==> config.mk <==
export PLATFORM = sky130hd
export DESIGN_NAME = mul_issue_ctrl
export DESIGN_NICKNAME = d
export VERILOG_FILES = /design/src/rtl/mul_issue_ctrl.sv
export SDC_FILE = /design/constraint.sdc
export NUM_CORES = 1
export LEC_CHECK = 0
export CAP_MARGIN = 20
export CORE_AREA = 2 2 60 62
export CTS_CLUSTER_DIAMETER = 40
export DETAILED_ROUTE_END_ITERATION = 8
export DIE_AREA = 0 0 62 64
export PLACE_DENSITY = 0.94
export SLEW_MARGIN = 20
export SYNTH_ARGS = -nofsm -noshare
export SYNTH_HDL_FRONTEND = slang
export SYNTH_SLANG_ARGS = --single-unit
==> constraint.sdc <==
create_clock -name clk1 -period 3.9 [get_ports clk1]
set_clock_uncertainty 0.05 [all_clocks]
set_input_delay 0.78 -clock clk1 [delete_from_list [all_inputs] [get_ports clk1]]
set_output_delay 0.78 -clock clk1 [all_outputs]
set_load 0.02 [all_outputs]
==> src/rtl/mul_issue_ctrl.sv <==
// mul_issue_ctrl: issues RS entries to two multer units, tracks their latency and arbitrates the CDB.
module mul_issue_ctrl #(
  parameter int MUL_LAT = 4,
  parameter int DIV_LAT = 16
) (
  input  logic       clk1,
  input  logic       rst,
  input  logic [2:0] rs_valid,
  input  logic [2:0] rs_ready,
  input  logic [8:0] rs_fun3,
  input  logic [8:0] rs_des,
  output logic [1:0] unit_start,
  output logic [3:0] unit_sel,
  output logic [5:0] unit_fun3,
  output logic [1:0] unit_busy,
  output logic [2:0] rs_release,
  output logic       cdb_valid,
  output logic       cdb_unit,
  output logic [2:0] cdb_tag
);
  localparam logic [1:0] IDLE = 2'd0, EXEC = 2'd1, DONE = 2'd2;
  logic [1:0] st [2];
  logic [4:0] cnt [2];
  logic [2:0] tag [2];
  logic [2:0] f3 [2];
  logic [1:0] sel [2];
  logic [2:0] issued, elig, rem;
  logic [1:0] a, b, idle, done, gnt, waited;
  logic a_ok, b_ok;
  assign elig = rs_valid & rs_ready & ~issued & {3{~rst}};
  assign a = elig[0] ? 2'd0 : elig[1] ? 2'd1 : 2'd2;
  assign a_ok = |elig;
  assign rem = elig & ~(3'b001 << a);
  assign b = rem[0] ? 2'd0 : rem[1] ? 2'd1 : 2'd2;
  assign b_ok = |rem;
  assign idle = {st[1] == IDLE, st[0] == IDLE};
  assign done = {st[1] == DONE, st[0] == DONE} & {2{~rst}};
  // Unit 1 takes the second eligible entry only when unit 0 is also taking one.
  assign sel[0] = a;
  assign sel[1] = idle[0] ? b : a;
  assign unit_start = {idle[1] & (idle[0] ? b_ok : a_ok), idle[0] & a_ok};
  assign unit_sel = {unit_start[1] ? sel[1] : 2'd0, unit_start[0] ? sel[0] : 2'd0};
  assign unit_fun3 = {unit_start[1] ? rs_fun3[3*sel[1] +: 3] : 3'd0,
                      unit_start[0] ? rs_fun3[3*sel[0] +: 3] : 3'd0};
  assign rs_release = (unit_start[0] ? 3'b001 << sel[0] : 3'b000) |
                      (unit_start[1] ? 3'b001 << sel[1] : 3'b000);
  assign unit_busy = ~idle & {2{~rst}};
  // A unit that already waited a cycle in DONE beats one that just arrived; ties go to unit 0.
  assign gnt[1] = done[1] & (~done[0] | (waited[1] & ~waited[0]));
  assign gnt[0] = done[0] & ~gnt[1];
  assign cdb_valid = |gnt;
  assign cdb_unit = gnt[1];
  assign cdb_tag = gnt[1] ? tag[1] : gnt[0] ? tag[0] : 3'd0;
  always_ff @(posedge clk1) begin
    if (rst) begin
      issued <= '0;
      waited <= '0;
      for (int k = 0; k < 2; k++) begin
        st[k] <= IDLE;
        cnt[k] <= '0;
        tag[k] <= '0;
        f3[k] <= '0;
      end
    end else begin
      issued <= (issued | rs_release) & rs_valid;
      waited <= done & ~gnt;
      for (int k = 0; k < 2; k++)
        case (st[k])
          IDLE: if (unit_start[k]) begin
            st[k] <= EXEC;
            tag[k] <= rs_des[3*sel[k] +: 3];
            f3[k] <= rs_fun3[3*sel[k] +: 3];
            cnt[k] <= rs_fun3[3*sel[k] +: 3] == 3'd1 ? 5'(DIV_LAT - 1) : 5'(MUL_LAT - 1);
          end
          EXEC: if (cnt[k] == 5'd0) st[k] <= DONE; else cnt[k] <= cnt[k] - 5'd1;
          DONE: if (gnt[k]) st[k] <= IDLE;
          default: st[k] <= IDLE;
        endcase
    end
  end
  logic unused_f3;
  assign unused_f3 = ^{f3[0], f3[1]};
endmodule

## Word-level counts from Yosys, hierarchy flattened

Memory sizes are Yosys's and may differ from the RTL's.
Index checks and enable logic that the tools add are counted.

- Flip-flop bits (word level): 5
- Bits in writable memories: 20
- Bits of input ports: 26
- Output and inout port bits: 22
- Memories: 3

- Add/subtract/negate cells: 2
- Multipliers: 2
- Equality and inequality tests: 6
- Shift-type cells: 6
- Mux-type cells: 70
- Bitwise operators: 38
- Reduce and logical (&&, ||, !) cells: 9

Memories:

| memory | words | width | read ports | clocked after Yosys merged registers in | wr ports | RTL line | text |
|---|---|---|---|---|---|---|---|
| cnt | 2 | 5 | 2 | 0 | 2 | 23 | `logic [4:0] cnt [2];` |
| tag | 2 | 3 | 2 | 0 | 2 | 24 | `logic [2:0] tag [2];` |
| st | 2 | 2 | 2 | 0 | 2 | 22 | `logic [1:0] st [2];` |

Operators by type and width:

| cell | count |
|---|---|
| 1-bit two-way mux | 41 |
| 9-bit by 5-bit indexed part select with 3-bit output | 4 |
| 2-bit two-way mux | 15 |
| 3-bit two-way mux | 8 |
| 5-bit two-way mux | 4 |
| 3-bit bitwise AND | 5 |
| 1-bit bitwise OR | 15 |
| 3-bit OR reduction | 4 |
| 5-bit zero test | 2 |
| 5-bit by 1-bit subtractor with 5-bit output, second input constant | 2 |
| 2-bit by 2-bit multiplier with 4-bit output, first input constant | 2 |
| 4-bit two-way mux | 2 |
| 2-bit bitwise AND | 3 |
| 3-bit by 1-bit equality test with 1-bit output, second input constant | 2 |
| 3-bit NOT | 2 |
| 3-bit bitwise OR | 2 |
| 1-bit by 2-bit << shifter with 3-bit output, first input constant | 2 |
| 1-bit bitwise AND | 5 |
| 2-bit by 1-bit equality test with 1-bit output, second input constant | 2 |
| 2-bit equality test, second input constant | 2 |
| 2-bit zero test | 2 |
| 1-bit NOT | 4 |
| 2-bit NOT | 2 |
| 2-bit OR reduction | 1 |

## Logic depth before layout (Yosys ltp)

Gate-level depths: netlist of run 1.

- Depth after elaboration: 19
- Depth in mapped cells: 8
- Depth with buffers taken out: 7

## Least setup slack after synthesis of run 1

No wires, ideal clock.

- Kind: input to output
- Start point: in rs_ready[1]
- End point: out unit_fun3[5]
- Arrival: 2145 ps
- Path slack: 925 ps
- Stages: 6
- Buffers on the path: 2
- Cells stage by stage: nor4bb_1 > buf_2 > maj3_2 > buf_2 > o22ai_1 > nor3_1

- Longest elaborated chain between the ends: 14
- Elaborated cells between the ends (all ways): 18

RTL lines:

| element | RTL line | text |
|---|---|---|
| start: declaration | 9 | `input logic [2:0] rs_ready,` |
| 3-bit bitwise AND (*) (3 in a row) | 30 | `assign elig = rs_valid & rs_ready & ~issued & {3{~rst}};` |
| 2-bit two-way mux (2 in a row) | 31 | `assign a = elig[0] ? 2'd0 : elig[1] ? 2'd1 : 2'd2;` |
| 1-bit by 2-bit << shifter with 3-bit output | 33 | `assign rem = elig & ~(3'b001 << a);` |
| 3-bit NOT | 33 |  |
| 3-bit bitwise AND | 33 |  |
| 2-bit two-way mux (2 in a row) | 34 | `assign b = rem[0] ? 2'd0 : rem[1] ? 2'd1 : 2'd2;` |
| 2-bit two-way mux | 40 | `assign sel[1] = idle[0] ? b : a;` |
| 2-bit by 2-bit multiplier with 4-bit output | 43 | `assign unit_fun3 = {unit_start[1] ? rs_fun3[3*sel[1] +: 3] : 3'd0,` |
| 9-bit by 5-bit indexed part select with 3-bit output | 43 |  |
| 3-bit two-way mux (*) | 43 |  |
| end: declaration | 14 | `output logic [5:0] unit_fun3,` |

Mark *: on every way between the ends. The rest lies on a longest branch, timed or not.

## Final worst setup path of run 1

- Start point: in rst
- End point: out unit_start[0]

- Longest elaborated chain between the ends: 4

RTL lines:

| element | RTL line | text |
|---|---|---|
| start: declaration | 7 | `input logic rst,` |
| 1-bit NOT | 30 |  |
| 3-bit bitwise AND | 30 |  |
| 3-bit OR reduction | 32 | `assign a_ok = \|elig;` |
| 1-bit bitwise AND | 41 | `assign unit_start = {idle[1] & (idle[0] ? b_ok : a_ok), idle[0] & a_ok};` |
| end: declaration | 12 | `output logic [1:0] unit_start,` |

No other way between the ends.

==> impl_results.md, run 1 <==
* Status: finished, final reports clean
* Post-synth cell types at 37
* Fillers at 244
* Post-CTS Setup Bufs at 0
* CTS clk-pin slew, worst paths at 0.15 ns
* CORE AREA at 3284 µm²
* Nets at 289
* Wire length on met2 at 2241 µm
* Final worst slack at 0.1124 ns
* I/O pin count at 48
* CTS tree: built
* Root buffer cell: clkbuf_4
* Synth warn at 0
* Psw at 0.3094 mW
* I/O Buffers at 47
* Placed Area at 2285 µm²
* Share of cells above drive strength 1 at 11.20%
* Worst Tran Pin Value at 0.8370 ns
* CTS Buf Count at 3
* Tot Pwr at 0.8506 mW
* Synth area leader: edfxtp_1
* Fin crit period at 3.788 ns
* Pwr dens at 358.9 nW/µm²
* Setup crit end kind: output port
* Post-DP HPWL at 3412 µm
* Drt wl/cell at 14.84 µm
* Switch share at 36.37%
* First-pass GRT wire length at 6982 µm
* Worst R2R Path Depth at 5
* Worst Hold Depth at 1
* Syn-to-layout area delta at 44.69%
* Post-route ant nets at 0
* Total gr overflow at 0
* Initial DRT Pass Iterations at 5
* Min-delay src: issued[2]$_SDFF_PP0_
* Initial antenna violation count at 0
* Seq/Total Area, Yosys at 42.17%
* Multi-input gate area at 904.6 µm²
* Starting Density at 49.87%
* Final setup viols at 0
* Gr usage total at 23.13%
* Metal-1 WL at 1827 µm
* Worst slack at placement at -0.001944 ns
* Pin count of the biggest net entering global routing at 14
* Avg Inst Size Synth at 8.399 µm²
* Highest metal used: met4
* Clk buf depth at 2
* Dpl cells at 301
* Storage element area at 690.7 µm²
* Post-synth top area share at 34.84%
* Full die area at 3968 µm²
* Worst Path Arrival at 2.96 ns
* Leak Pwr at 1.159 nW
* Crit start category: primary input
* Final period utilization at 97.12%
* DRC errors left at 0
* Flop-to-flop setup slack at 1.66 ns
* Mapped cell area at 1638 µm²
* Clock Sinks at 25
* FF+latch count, synth at 25
* Vias per cell at 5.610
* Die Y-Extent at 64 µm
* Core Util, Final at 72.15%
* Combinational fraction of design power at 42.1%
* Reg2reg end: cnt[0][3]$_SDFFCE_PN0P_
* Hold Path Class: reg -> reg
* Finished Cell Area at 2370 µm²
* Clk_lat worst skew at 0.32 ns
* Peak VDD IR at 0.1528 mV
* Worst r2r src: st[0][0]$_SDFFCE_PP0P_
* Final hold vios at 0
* Internal power at 0.5412 mW
* End of the worst hold path: issued[2]$_SDFF_PP0_
* Ant. Diodes at 0
* Relative slew margins at 43.82%
* Iteration-0 DRC count of the detailed router at 144
* Clock network power share at 14.0%
* Fmax at 264.0 MHz
* Total wire length at 4527 µm
* Crit Path Class: in -> out
* Crit-path max FO at 6
* Post-Layout Cell Count at 305
* Setup TNS at 0 ns
* Die width at 62 µm
* Register share of total power at 43.8%
* Fin Hold WS at 0.4689 ns
* Vias in the first global route at 1500
* Via count at 1711
* Post-Syn Instances at 195
* Synth area leaders: edfxtp_1 35%, nor2_1 8.3%, dfxtp_1 7.3%
* Final Wtd Congestion at 1.029
* Total of max-cap violations at 0
* CP Data Required Time at 3.07 ns
* Cell Rows at 21
* Routed wl met3 at 386 µm
* Max Slew Vio Count at 0
* Synthesized net count at 224
* H-tree lvl count at 1
[critical path, stage by stage]
cell,delay [ns]
clkdlybuf4s50_1,0.49
buf_4,0.18
nand4bb_1,0.24
buf_4,0.20
nand3_1,0.15
nand2_1,0.14
inv_1,0.15
clkdlybuf4s50_1,0.63
[state kept, by name, summed over array words and instances (netlist names)]
signal and cells:
cnt 10, issued 3, st 4, tag 6, waited 2
[cell families (layout without fill, tap and decap cells)]
| kind of cell | count (synthesis) | after routing | share of synthesized area, % |
|---|---|---|---|
| simple gates | 99 | 99 | 29.26 |
| flops | 25 | 25 | 42.17 |
| xor+xnor | 5 | 5 | 2.674 |
| buf+inv | 19 | 83 | 4.660 |
| fa+ha+maj | 4 | 4 | 2.980 |
| mux | 6 | 6 | 3.667 |
| compound gates | 37 | 37 | 14.59 |
[per-layer routing]
layer | global-route usage [%] | up-vias
li1 | - | 816
met1 | 32.52 | 773
met2 | 36.98 | 111
met3 | 2.227 | 11
met4 | 6.649 | 0
met5 | 0 | -
[cell usage after synthesis (all sizes together)]
cell     count
and2         3
o22a         2
maj3         1
mux2i        6
ha           3
nor3         6
o21a         1
nand3        6
xnor2        4
nand3b       5
nand4bb      3
or2          2
a31oi        2
a21oi       10
a211oi       6
o21bai       2
nor2b        1
xor2         1
a22oi        1
inv         12
edfxtp      19
nand2       27
o211a        2
nor4         1
nor2        36
nand2b       3
and3         1
buf          4
o211ai       2
nor3b        3
clkbuf       3
o22ai        3
dfxtp        6
o21ai        6
nor4bb       2
[worst max path at each step]
stage | cells after the start | startpoint | endpoint
4_1_cts | 9 | rst | rs_release[2]
6_report | 8 | rst | unit_start[0]
5_1_grt | 8 | rst | unit_start[0]
3_5_place_dp | 8 | rst | unit_fun3[3]
2_1_floorplan | 6 | rs_ready[1] | unit_fun3[5]
3_3_place_gp | 8 | rst | unit_sel[2]
[power groups by stage]
stage	clock network (mW)	registers, mW	logic (mW)
2_1_floorplan	0	0.367	0.212
3_3_place_gp	0	0.375	0.338
3_5_place_dp	0	0.377	0.348
4_1_cts	0.119	0.371	0.353
5_1_grt	0.133	0.379	0.390
6_report	0.119	0.373	0.359
[placed cells by master (no fill, tap or decap), types with 5 or more instances in the layout]
cell type        Yosys  routed
nor2_1              36      36
nand3b_1             5       5
a211oi_1             6       6
buf_4                0      20
edfxtp_1            19      19
nor3_1               6       6
inv_1               12      12
mux2i_1              6       6
clkdlybuf4s50_1      0      37
dlymetal6s2s_1       0      10
nand3_1              6       6
dfxtp_1              6       6
nand2_1             27      27
a21oi_1             10      10
[what timing repair did]
| action | 4_1_cts | 5_1_grt |
|---|---|---|
| pin swaps | 0 | 0 |
| hold buffers | 0 | 0 |
| endpoints found under the setup margin | 2 | 14 |
| resized for setup | 3 | 13 |
[cell type report]
cell class                 instances  area share, %
clock buffer                       4          1.109
inverter                          12          1.901
multi-input combinational        151          38.17
sequential                        25          29.14
tap                               46          2.429
timing repair buffer              67          27.24
(Power assumes the default switching activity.)
==> run 2, diff against run 1 <==
--- a/config.mk
+++ b/config.mk
@@ -5,12 +5,14 @@
 export SDC_FILE = /design/constraint.sdc
 export NUM_CORES = 1
 export LEC_CHECK = 0
+export ABC_AREA = 1
 export CAP_MARGIN = 20
-export CORE_AREA = 2 2 60 62
+export CORE_AREA = 2 2 63 65
 export CTS_CLUSTER_DIAMETER = 40
 export DETAILED_ROUTE_END_ITERATION = 8
-export DIE_AREA = 0 0 62 64
-export PLACE_DENSITY = 0.94
+export DIE_AREA = 0 0 65 67
+export PLACE_DENSITY = 0.89
+export SKIP_CTS_REPAIR_TIMING = 1
 export SLEW_MARGIN = 20
 export SYNTH_ARGS = -nofsm -noshare
 export SYNTH_HDL_FRONTEND = slang
==> run 2 against run 1 <==
Compared with the run above:
- register-to-register slack improved by 0.27 ns
- synthesized cell count increased by 35%
- combinational power increased by 42%
- largest cell class unchanged
- cell count up 20%
- highest routed layer unchanged
==> impl_results.md, run 2 <==
* Initial DRT Pass Iterations at 4 (was 5)
* I/O pin count at 48 (unchanged)
* Final worst slack at 0.1379 ns (was 0.1124 ns)
* DRC errors left at 0 (unchanged)
* Core Util, Final at 68.15% (was 72.15%)
* Relative slew margins at 70.43% (was 43.82%)
* Post-DP HPWL at 3780 µm (was 3412 µm)
* Nets at 347 (was 289)
* Status: finished, final reports clean (unchanged)
* Placed Area at 2410 µm² (was 2285 µm²)
* Die Y-Extent at 67 µm (was 64 µm)
* Synth top cells by count: 66 x nand2_1, 42 x inv_1, 39 x nor2_1, 19 x edfxtp_1, 13 x nand3_1 (was 36 x nor2_1, 27 x nand2_1, 19 x edfxtp_1, 12 x inv_1, 10 x a21oi_1)
* Synth async-reset ratio at 0% (unchanged)
* Post-Layout Cell Count at 365 (was 305)
* Setup crit end kind: output port (unchanged)
* Max Slew Vio Count at 0 (unchanged)
* Avg Inst Size Synth at 7.103 µm² (was 8.399 µm²)
* Total wire length at 4605 µm (was 4527 µm)
* Mapped cell area at 1868 µm² (was 1638 µm²)
* First-pass GRT wire length at 7238 µm (was 6982 µm)
* FF+latch count, synth at 25 (unchanged)
* Gr usage total at 22.07% (was 23.13%)
* Crit path buf inv count at 4 (was 5)
* Final setup viols at 0 (unchanged)
* Pin count of the biggest net entering global routing at 14 (unchanged)
* Final Wtd Congestion at 0.8737 (was 1.029)
* Starting Density at 51.80% (was 49.87%)
* I/O Buffers at 47 (unchanged)
* Tot Pwr at 1.071 mW (was 0.8506 mW)
* CP Data Required Time at 3.07 ns (about the same)
* Critical-path top delay cell: clkdlybuf4s50_1 (unchanged)
* Share of cells above drive strength 1 at 13.25% (was 11.20%)
* Crit-path max FO at 7 (was 6)
* Pwr dens at 435.8 nW/µm² (was 358.9 nW/µm²)
* Syn-to-layout area delta at 31.55% (was 44.69%)
* Post-synth cell types at 32 (was 37)
* Clock Sinks at 25 (unchanged)
* Vias per cell at 4.989 (was 5.610)
* Synth area leaders: edfxtp_1 31%, nand2_1 13%, inv_1 8.4% (was edfxtp_1 35%, nor2_1 8.3%, dfxtp_1 7.3%)
* Clk_lat worst skew at 0.27 ns (was 0.32 ns)
* Worst Path Arrival at 2.93 ns (was 2.96 ns)
* Peak VDD IR at 0.3003 mV (was 0.1528 mV)
* Post-synth top area share at 30.54% (was 34.84%)
* Crit Path Class: in -> out (unchanged)
* Crit-path cells: clkdlybuf4s50_1, buf_4, nor2_4, nand2_4, nand2_4, inv_4, nor2_4, nor2_4, nor2_4, nand2_1, o21ai_0, clkdlybuf4s50_1 (was clkdlybuf4s50_1, buf_4, nand4bb_1, buf_4, nand3_1, nand2_1, inv_1, clkdlybuf4s50_1)
* Clk buf depth at 2 (unchanged)
* Hold Path Class: reg -> reg (unchanged)
* Synthesized net count at 292 (was 224)
* CP delay by family, top: buffers and inverters (unchanged)
* CP dominant cell by count: nor2_4
* Ys flop type: edfxtp_1 (unchanged)
* Worst Tran Pin Value at 0.4396 ns (was 0.8370 ns)
* Cell Rows at 22 (was 21)
* CTS Buf Count at 3 (unchanged)
* Final hold vios at 0 (unchanged)
* Post-route ant nets at 0 (unchanged)
* EDFF count, synth at 19 (unchanged)
* Iteration-0 DRC count of the detailed router at 78 (was 144)
* CTS clk-pin slew, worst paths at 0.08 ns (was 0.15 ns)
* Total of max-cap violations at 0 (unchanged)
* Via count at 1821 (was 1711)
* Root buffer cell: clkbuf_8 (was clkbuf_4)
* Seq/Total Area, Yosys at 36.97% (was 42.17%)
* Dpl cells at 361 (was 301)
* H-tree lvl count at 1 (unchanged)
* Finished Cell Area at 2457 µm² (was 2370 µm²)
* RSZ-0062 raised after global routing: false
* Ant. Diodes at 0 (unchanged)
* Setup TNS at 0 ns (unchanged)
* CORE AREA at 3606 µm² (was 3284 µm²)
* Fin crit period at 3.762 ns (was 3.788 ns)
* Initial antenna violation count at 0 (unchanged)
* Fin Hold WS at 0.4659 ns (was 0.4689 ns)
* CTS tree: built (unchanged)
* Die width at 65 µm (was 62 µm)
* Full die area at 4355 µm² (was 3968 µm²)
* Post-Syn Instances at 263 (was 195)
* Fmax at 265.8 MHz (was 264.0 MHz)
* Final period utilization at 96.47% (was 97.12%)
* Number of flip-flops in the largest register at 10 (unchanged)
* Max incr delay on CP at 0.63 ns (about the same)
* Leak Pwr at 1.147 nW (was 1.159 nW)
* Commonest cells after routing, fill and taps aside: 66 x nand2_1, 46 x clkdlybuf4s50_1, 42 x inv_1 (was 37 x clkdlybuf4s50_1, 36 x nor2_1, 27 x nand2_1)
* Largest Register: cnt (unchanged)
* Count leader, synth: nand2_1 (was nor2_1)
* Worst slack at placement at 0.1359 ns (was -0.001944 ns)
* Synth area leader: edfxtp_1 (unchanged)
* Most common cell after layout, fill and taps aside: nand2_1 (was clkdlybuf4s50_1)
* Largest registers: cnt (10), tag (6), st (4) (unchanged)
* Total gr overflow at 0 (unchanged)
* Drt wl/cell at 12.62 µm (was 14.84 µm)
* Vias in the first global route at 1702 (was 1500)
* Crit start category: primary input (unchanged)
* Synth warn at 0 (unchanged)
## run 2: worst min-delay path, stage by stage (launching register included)
cell     delay, ns
dfxtp_1       0.34
nor2_1        0.10
nor2_1        0.04
## run 2: worst paths after layout
check	startpoint	endpoint	slack (ns)	cells past startpoint
worst min-delay path	issued[0]$_SDFF_PP0_	issued[0]$_SDFF_PP0_	0.47	2
worst min register to register	issued[0]$_SDFF_PP0_	issued[0]$_SDFF_PP0_	0.47	2
worst max register to register	st[0][0]$_SDFFCE_PP0P_	cnt[1][3]$_DFFE_PP_	1.93	10
worst max-delay path	rst	rs_release[1]	0.14	12
## run 2: cell type report
class	instances	area [µm²]
tap	48	60.06
inverter	50	191.4
timing repair buffer	53	518.0
sequential	25	690.7
fill	318	1149
multi-input combinational	185	952.2
clock buffer	4	45.04
## run 2: per-layer routing
| layer | GRT usage (%) | vias up | wire length, µm |
|---|---|---|---|
| li1 | - | 945 | - |
| met1 | 25.95 | 806 | 1999 |
| met2 | 41.49 | 61 | 2299 |
| met3 | 2.534 | 9 | 221 |
| met4 | 7.181 | 0 | 84 |
| met5 | 0 | - | 0 |
## run 2: report_power, final
part / leakage, nW / internal (mW) / switching [mW]
sequential: 0.250 / 0.368 / 0.0403
combinational: 0.875 / 0.202 / 0.307
clock: 0.0228 / 0.0731 / 0.0806
total: 1.15 / 0.643 / 0.428
## run 2: cells by family (layout without fill, tap and decap cells)
family	Yosys count	after routing	synth area share, %
AO/OA/AOI/OAI	28	28	8.775
XOR/XNOR	2	2	0.9379
adder cells (fa/ha/maj)	3	3	2.010
buffers and inverters	53	107	12.06
flip-flops	25	25	36.97
AND/OR/NAND/NOR	152	152	39.25
